**src/rtl/lz77_token_sched_if.sv**
```systemverilog
// lz77_token_sched_if: token-in / symbol-out handshake bundle for lz77_token_sched
//   tok_valid/tok_ready  token handshake (upstream -> scheduler)
//   tok_pos[3:0]         copy position, legal 0..6
//   tok_len[2:0]         copy length 0..7
//   tok_char[7:0]        terminating literal
//   dec_valid/dec_ready  symbol handshake (scheduler -> decoder)
//   dec_lit              1 = literal dec_char, 0 = copy from dec_pos
//   dec_pos[3:0]         copy position
//   dec_char[7:0]        literal
//   modport master: token source / decoder sink; modport slave: the scheduler
interface lz77_token_sched_if;
    logic       tok_valid;
    logic       tok_ready;
    logic [3:0] tok_pos;
    logic [2:0] tok_len;
    logic [7:0] tok_char;
    logic       dec_valid;
    logic       dec_ready;
    logic       dec_lit;
    logic [3:0] dec_pos;
    logic [7:0] dec_char;
    modport master (
        output tok_valid, tok_pos, tok_len, tok_char, dec_ready,
        input  tok_ready, dec_valid, dec_lit, dec_pos, dec_char
    );
    modport slave (
        input  tok_valid, tok_pos, tok_len, tok_char, dec_ready,
        output tok_ready, dec_valid, dec_lit, dec_pos, dec_char
    );
endinterface

```
**src/rtl/lz77_token_sched.sv**
```systemverilog
// lz77_token_sched: expands LZ77 tokens into tok_len copy symbols plus one literal
//   clk     rising-edge clock
//   reset   asynchronous active-low reset
//   bus     lz77_token_sched_if.slave (token in, decoder symbol out)
//   finish  sticky, terminator literal 8'h24 emitted
//   err     sticky, a token with tok_pos > 6 was accepted
// Optional macro LZ77_SCHED_PREFETCH_EN adds a 2-entry token FIFO so tokens
// stream back-to-back; without it one token is held and a bubble separates tokens.
module lz77_token_sched (
    input  logic              clk,
    input  logic              reset,
    lz77_token_sched_if.slave bus,
    output logic              finish,
    output logic              err
);
    typedef enum logic [1:0] {IDLE, COPY, LIT, DONE} state_t;
    state_t      state, state_n;
    logic        alive, accept, fire, load, last, nxt_valid;
    logic        valid_n, lit_n, fin_n;
    logic [2:0]  cnt, cnt_n, len, len_n;
    logic [3:0]  pos_n;
    logic [7:0]  char_n;
    logic [14:0] in_tok, nxt_tok;

    // tokens are stored as {clamped pos, len, char}
    assign in_tok = {(bus.tok_pos > 4'd6 ? 4'd6 : bus.tok_pos), bus.tok_len, bus.tok_char};
    assign accept = bus.tok_valid && bus.tok_ready;
    assign fire   = bus.dec_valid && bus.dec_ready;
    assign last   = cnt == len - 3'd1;
    assign load   = nxt_valid && (state == IDLE || (state == LIT && fire && bus.dec_char != 8'h24));

`ifdef LZ77_SCHED_PREFETCH_EN
    logic [1:0]  occ;
    logic [14:0] head, tail;
    logic        push, pop;
    // an empty FIFO is bypassed so a token accepted from IDLE still shows next cycle
    assign bus.tok_ready = alive && state != DONE && occ != 2'd2;
    assign nxt_valid     = occ != 2'd0 || accept;
    assign nxt_tok       = occ != 2'd0 ? head : in_tok;
    assign pop           = load && occ != 2'd0;
    assign push          = accept && !(load && occ == 2'd0);
    always_ff @(posedge clk or negedge reset) begin
        if (!reset) begin
            occ  <= 2'd0;
            head <= '0;
            tail <= '0;
        end else begin
            if (pop) head <= tail;
            if (push && (pop || occ == 2'd0)) head <= in_tok;
            else if (push) tail <= in_tok;
            occ <= occ + 2'(push) - 2'(pop);
        end
    end
`else
    assign bus.tok_ready = alive && state == IDLE;
    assign nxt_valid     = accept;
    assign nxt_tok       = in_tok;
`endif

    always_ff @(posedge clk or negedge reset) begin
        if (!reset) state <= IDLE;
        else        state <= state_n;
    end

    always_comb begin
        state_n = state;
        cnt_n   = cnt;
        len_n   = len;
        valid_n = bus.dec_valid;
        lit_n   = bus.dec_lit;
        pos_n   = bus.dec_pos;
        char_n  = bus.dec_char;
        fin_n   = finish;
        if (load) begin
            state_n = nxt_tok[10:8] == 3'd0 ? LIT : COPY;
            valid_n = 1'b1;
            lit_n   = nxt_tok[10:8] == 3'd0;
            pos_n   = nxt_tok[14:11];
            char_n  = nxt_tok[7:0];
            cnt_n   = 3'd0;
            len_n   = nxt_tok[10:8];
        end else if (fire && state == COPY) begin
            state_n = last ? LIT : COPY;
            lit_n   = last;
            cnt_n   = last ? cnt : cnt + 3'd1;
        end else if (fire && state == LIT) begin
            valid_n = 1'b0;
            state_n = bus.dec_char == 8'h24 ? DONE : IDLE;
            fin_n   = bus.dec_char == 8'h24;
        end
    end

    always_ff @(posedge clk or negedge reset) begin
        if (!reset) begin
            alive        <= 1'b0;
            cnt          <= 3'd0;
            len          <= 3'd0;
            bus.dec_valid <= 1'b0;
            bus.dec_lit  <= 1'b0;
            bus.dec_pos  <= 4'd0;
            bus.dec_char <= 8'h00;
            finish       <= 1'b0;
            err          <= 1'b0;
        end else begin
            alive        <= 1'b1;
            cnt          <= cnt_n;
            len          <= len_n;
            bus.dec_valid <= valid_n;
            bus.dec_lit  <= lit_n;
            bus.dec_pos  <= pos_n;
            bus.dec_char <= char_n;
            finish       <= fin_n;
            err          <= err | (accept && bus.tok_pos > 4'd6);
        end
    end
endmodule
```
**src/flat_wrapper.sv**
```systemverilog
// flat-port wrapper written by rule: the top's interface ports become plain ports
module lz77_token_sched_flat 
  (clk, reset, finish, err, bus_tok_valid, bus_tok_pos, bus_tok_len, bus_tok_char, bus_dec_ready, bus_tok_ready, bus_dec_valid, bus_dec_lit, bus_dec_pos, bus_dec_char);
  lz77_token_sched_if bus_i ();
  input  logic clk;
  input  logic reset;
  output logic finish;
  output logic err;
  input wire logic [$bits(bus_i.tok_valid)-1:0] bus_tok_valid;
  input wire logic [$bits(bus_i.tok_pos)-1:0] bus_tok_pos;
  input wire logic [$bits(bus_i.tok_len)-1:0] bus_tok_len;
  input wire logic [$bits(bus_i.tok_char)-1:0] bus_tok_char;
  input wire logic [$bits(bus_i.dec_ready)-1:0] bus_dec_ready;
  output wire logic [$bits(bus_i.tok_ready)-1:0] bus_tok_ready;
  output wire logic [$bits(bus_i.dec_valid)-1:0] bus_dec_valid;
  output wire logic [$bits(bus_i.dec_lit)-1:0] bus_dec_lit;
  output wire logic [$bits(bus_i.dec_pos)-1:0] bus_dec_pos;
  output wire logic [$bits(bus_i.dec_char)-1:0] bus_dec_char;
  assign bus_i.tok_valid = bus_tok_valid;
  assign bus_i.tok_pos = bus_tok_pos;
  assign bus_i.tok_len = bus_tok_len;
  assign bus_i.tok_char = bus_tok_char;
  assign bus_i.dec_ready = bus_dec_ready;
  assign bus_tok_ready = bus_i.tok_ready;
  assign bus_dec_valid = bus_i.dec_valid;
  assign bus_dec_lit = bus_i.dec_lit;
  assign bus_dec_pos = bus_i.dec_pos;
  assign bus_dec_char = bus_i.dec_char;
  lz77_token_sched u_core (.clk(clk), .reset(reset), .bus(bus_i), .finish(finish), .err(err));
endmodule
```
**config.mk**
```make
export PLATFORM = sky130hd
export DESIGN_NAME = lz77_token_sched_flat
export DESIGN_NICKNAME = d
export VERILOG_FILES = /design/src/rtl/lz77_token_sched_if.sv /design/src/rtl/lz77_token_sched.sv /design/src/flat_wrapper.sv
export SDC_FILE = /design/constraint.sdc
export NUM_CORES = 1
export LEC_CHECK = 0
export BUFFER_PORTS_ARGS = -buffer_cell sky130_fd_sc_hd__clkbuf_2
export CAP_MARGIN = 20
export CORE_UTILIZATION = 53
export DETAILED_ROUTE_END_ITERATION = 8
export PLACE_DENSITY = 0.9
export SYNTH_ARGS = -nofsm -noshare
export SYNTH_HDL_FRONTEND = slang
export SYNTH_SLANG_ARGS = --single-unit
```
**constraint.sdc**
```tcl
create_clock -name clk -period 5.3 [get_ports clk]
set_clock_uncertainty 0.1 [all_clocks]
set_input_delay 1.06 -clock clk [delete_from_list [all_inputs] [get_ports clk]]
set_output_delay 1.06 -clock clk [all_outputs]
set_load 0.01 [all_outputs]
```
Yosys cells after proc, flatten, opt, wreduce, memory -nomap -nowiden
Cells that the tools add are included.
{ "totals": {"output_inout_bits": 17, "input_bits": 19, "reg_bits": 25, "wordCells": 55, "rom_bits": 0, "ramBits": 0, "mem_count": 0, "latchBits": 0} }
{ "classes": {"eq_ne": 7, "shift": 0, "multipliers": 0, "bitwise": 3, "addsub": 2, "order_cmp": 1, "div_mod_pow": 0, "n_mux": 15, "reduce_logical": 17} }
{ "ops": {"columns": ["cell", "count"], "rows": [
  ["$mux W2", 6],
  ["$mux W3", 3],
  ["$eq A8 B6 Y1 const B", 1],
  ["$logic_and A1 B1 Y1", 8],
  ["$ne A8 B6 Y1 const B", 1],
  ["$mux W1", 5],
  ["$gt A4 B3 Y1 const B", 1],
  ["$mux W4", 1],
  ["$ne A2 B1 Y1 const B", 2],
  ["$reduce_and A2 Y1", 2],
  ["$reduce_bool A2 Y1", 2],
  ["$add A3 B1 Y3 const B", 1],
  ["$eq A3 B3 Y1", 1],
  ["$logic_not A3 Y1", 1],
  ["$reduce_and A3 Y1", 1],
  ["$reduce_bool A3 Y1", 1],
  ["$sub A3 B1 Y3 const B", 1],
  ["$eq A2 B1 Y1 const B", 1],
  ["$eq A2 B2 Y1 const B", 1],
  ["$logic_not A2 Y1", 1],
  ["$not A1 Y1", 2],
  ["$logic_or A1 B1 Y1", 1],
  ["$or A1 B1 Y1", 1]
]} }

Depth between registers and ports, before layout
{ "logic_depth": {"word_depth": 7, "depth_mapped": 6, "depth_no_buf": 6} }

Worst setup path after synthesis
OpenSTA, ideal clock, no wires.
{ "synth_path": {"path_type": "input -> register", "startpoint": "in bus_tok_valid", "endpoint": "reg u_core.bus.dec_char[7]", "path_stages": 4, "required_ns": 5.073, "path_slack_ns": 3.337, "setup_time_ns": 0.127, "arrival_time_ns": 1.736, "path_buffers": 2, "cell_sequence": "and2_1 -> buf_6 -> buf_6 -> mux2_1"} }
{ "synth_between": {"elab_chain_len": 2} }
{ "synth_lines": {"columns": ["item", "line", "text"], "rows": [
  ["start, declared", "flat_wrapper.sv:9", "input wire logic [$bits(bus_i.tok_valid)-1:0] bus_tok_valid;"],
  ["$logic_and A1 B1 Y1", "lz77_token_sched.sv:27", "assign accept = bus.tok_valid && bus.tok_ready;"],
  ["$logic_and A1 B1 Y1", "lz77_token_sched.sv:30", "assign load = nxt_valid && (state == IDLE || (state == LIT && fire && bus.dec_char != 8'h24));"],
  ["end signal, assigned", "lz77_token_sched.sv:111", "bus.dec_char <= char_n;"],
  ["end, declared", "lz77_token_sched_if.sv:28", "output tok_ready, dec_valid, dec_lit, dec_pos, dec_char"]
]} }
Every way passes these cells.
A chain may end at the register's enable or synchronous reset.

Final worst setup path
{ "layout_path": {"startpoint": "reg u_core.state[1]", "endpoint": "out bus_tok_ready"} }
{ "layout_between": {"elab_chain_len": 2} }
{ "layout_lines": {"columns": ["item", "line", "text"], "rows": [
  ["start, declared", "lz77_token_sched.sv:17", "state_t state, state_n;"],
  ["start signal, assigned", "lz77_token_sched.sv:62", "else state <= state_n;"],
  ["$logic_not A2 Y1", "lz77_token_sched.sv:55", "assign bus.tok_ready = alive && state == IDLE;"],
  ["$logic_and A1 B1 Y1", "lz77_token_sched.sv:55", null],
  ["end, declared", "flat_wrapper.sv:14", "output wire logic [$bits(bus_i.tok_ready)-1:0] bus_tok_ready;"]
]} }
Every way passes these cells.

==> flow_summary.ini <==
[clock_network]
htree_levels = 1
clock-root-buffer = clkbuf_4
clk_latency_ns = 0.32
cts_buffers = 3
cts.path.max_buffers = 2
clk_pin_slew_ns = 0.14
ctsHoldBuffers = 0
clock_sinks = 25
cts_resized = 0
postCtsSetupBuffers = 0
tritoncts = yes

[placed_design]
io_buffers = 35
dp_hpwl_mm = 1.62
dp_slack_ns = 2.75
gp_congestion = 0.754

[global_route]
grt_start_max_net_pins = 29
grt_pass1_vias = 825
grt_util_all_layers_pct = 20.9
grt_first_pass_wirelength_mm = 3.67
antenna_found_initial = 0
gr-total-overflow = 0

[synth]
yosys_warnings = 0
synth_compound_gate_area_share_pct = 12.4
synth_mux_area_share_pct = 10.8
syn_nets = 112
synth_cell_types = 34
seq_area_frac_synth_pct = 54.9
netlist_area_mm2 = 0.00114
ys_ff_latch = 25
synth_fa_ha_area_share_pct = 2.20
yosys.area_share.xor_xnor_pct = 4.29
avgSynthCellArea_um2 = 12.5
synth_top_family_by_area = compound AO/OA/AOI/OAI gates
postSynthCellCount = 91
synthSimpleGateAreaFrac_pct = 11.6

[sta]
maxSlewHeadroom_pct = 34.1
drv_slew = 0
final-hold-violation-count = 0
worst_slack_ns = 2.97
period_needed_ns = 2.33
final.setup.tns_ns = 0
tightest_slew_ns = 0.988
min_period_over_period_pct = 43.9
rsz0062_at_grt = false
fmax_mhz = 430
setup_viol = 0

[power]
p_int_mw = 0.424
power.total_mw = 0.682
peakVddDrop_mv = 0.321
leakagePower_nw = 0.649
share_clk_of_total_power_pct = 12.8
power.density_mw_per_mm2 = 505
swShare_pct = 37.9
p_switching_mw = 0.259
seq_power_share_pct = 47.2
combPwrFrac_pct = 39.9

[route]
firstDrtPassIters = 4
wl_per_cell_um = 14.4
wl_mm = 2.21
drcViolationCount = 0
ant_nets = 0
drt_iter0_drc = 18
viasPerCell = 5.26
vias = 810

[job]
cap_violations = 0

[floorplan]
die_h_um = 48.4
ioPinCount = 36
num_rows = 16
initial_core_util_pct = 57.4
core_mm2 = 0.00198
chipWidth_um = 48.4
die-area_mm2 = 0.00234

[run_status]
status = complete, no violations

[critical_path]
critPathKind = reg -> out
cp_max_fo = 6
cp.required_ns = 4.14
cp-end-kind = primary output
arrival_ns = 1.17
startpoint_type = flop

[worst_hold_path]
worstHoldPathType = reg -> reg

[finish]
antennaDiodeCount = 0
areaGrowthSynthToFinish_pct = 18.6
final_core_util_pct = 68.1
drive_gt1_share_pct = 42.5
nets = 149
Yosys cell counts:
cell | number | share of area, %
a21bo_2 | 1 | 0.88
a21o_1 | 2 | 1.3
a21oi_1 | 4 | 1.8
a31o_2 | 1 | 0.77
a31oi_1 | 1 | 0.55
a31oi_4 | 1 | 1.9
and2_1 | 1 | 0.55
and4b_1 | 1 | 0.88
buf_2 | 1 | 0.44
buf_6 | 2 | 2.0
conb_1 | 1 | 0.33
dfrtp_1 | 25 | 55
ha_1 | 2 | 2.2
inv_1 | 3 | 0.99
mux2_1 | 1 | 0.99
mux2_2 | 9 | 8.9
mux2i_1 | 1 | 0.88
nand2_1 | 5 | 1.6
nand3_1 | 2 | 0.88
nand3b_1 | 1 | 0.66
nand4b_1 | 2 | 1.5
nor2_1 | 6 | 2.0
nor2_2 | 1 | 0.55
nor2b_1 | 2 | 1.1
nor3b_2 | 1 | 1.1
nor4b_1 | 1 | 0.77
o21ai_0 | 3 | 1.3
o21bai_1 | 1 | 0.66
o22ai_1 | 3 | 1.6
o31a_2 | 1 | 0.88
o32ai_1 | 1 | 0.77
xnor2_1 | 1 | 0.77
xnor3_1 | 1 | 2.0
xor2_1 | 2 | 1.5
power by group through the flow:
| stage | logic (mW) | clock network [mW] | registers [mW] |
|---|---|---|---|
| floorplan | 0.165 | 0 | 0.339 |
| global placement | 0.260 | 0 | 0.320 |
| detailed placement | 0.271 | 0 | 0.327 |
| CTS | 0.275 | 0.0891 | 0.323 |
| global route | 0.300 | 0.0944 | 0.335 |
| finish | 0.272 | 0.0875 | 0.322 |
layout make-up:
type	instances	area, um^2
Sequential cell	25	626
Clock buffer	3	22.5
Fill cell	145	632
Inverter	3	11.3
Multi-Input combinational cell	60	474
Timing Repair Buffer	35	175
Tap cell	27	33.8
Clock inverter	1	7.51
state kept, by name, summed over array words and instances (netlist names):
signal                cells
u_core.len                3
u_core.bus.dec_pos        4
u_core.err                1
u_core.finish             1
u_core.bus.dec_valid      1
u_core.cnt                3
u_core.bus.dec_lit        1
u_core.state              2
u_core.alive              1
u_core.bus.dec_char       8
kinds of logic (layout without fill, tap and decap cells):
family / after synthesis / after routing
buffers and inverters: 6 / 42
XOR/XNOR: 4 / 4
AND/OR/NAND/NOR: 23 / 23
other: 1 / 1
flip-flops: 25 / 25
AO/OA/AOI/OAI: 19 / 19
multiplexers: 11 / 11
adder cells (fa/ha/maj): 2 / 2
path summary, 6_finish.rpt:
check                      depth (start not counted)                        start                                 end  slack (ns)
max in group asynchronous                          1                        reset   u_core.bus.dec_pos[0]$_DFFE_PN0P_        4.09
min in group asynchronous                          1                        reset  u_core.bus.dec_char[3]$_DFFE_PN0P_        0.62
max reg2reg                                        3  u_core.state[1]$_DFFE_PN0P_  u_core.bus.dec_char[6]$_DFFE_PN0P_        3.18
max                                                2  u_core.state[1]$_DFFE_PN0P_                       bus_tok_ready        2.97
min                                                1         u_core.err$_DFF_PN0_                u_core.err$_DFF_PN0_        0.42
min reg2reg                                        1         u_core.err$_DFF_PN0_                u_core.err$_DFF_PN0_        0.42
through the flow:
stage	cells	cell area [um^2]	hold slack [ns]
after global placement	150	1320	0.340
after global routing	154	1350	0.445
after floorplan	91	1140	0.392
final	154	1350	0.416
after detailed placement	150	1320	0.383
after CTS	154	1350	0.413
routing by layer:
metal | vias to the layer above | wire length [um] | GRT usage (%)
met3 | 4 | 92 | 3.46
met1 | 384 | 895 | 25.6
met4 | 0 | 29 | 9.80
met2 | 28 | 1200 | 36.2
met5 | - | 0 | 0
li1 | 394 | - | -
cells in the final DEF (no fill, tap or decap), types with 2 or more instances in the layout:
master    instances
clkbuf_2         35
dfrtp_1          25
mux2_2            9
nor2_1            6
nand2_1           5
a21oi_1           4
inv_1             3
o22ai_1           3
o21ai_0           3
clkbuf_4          3
a21o_1            2
nor2b_1           2
nand4b_1          2
xor2_1            2
nand3_1           2
ha_1              2
critical path, stage by stage, from the launching register on:
cell and delay (ns):
dfrtp_1 0.47, nor3b_2 0.22, clkbuf_2 0.16
Power figures use the tool's default switching activity.
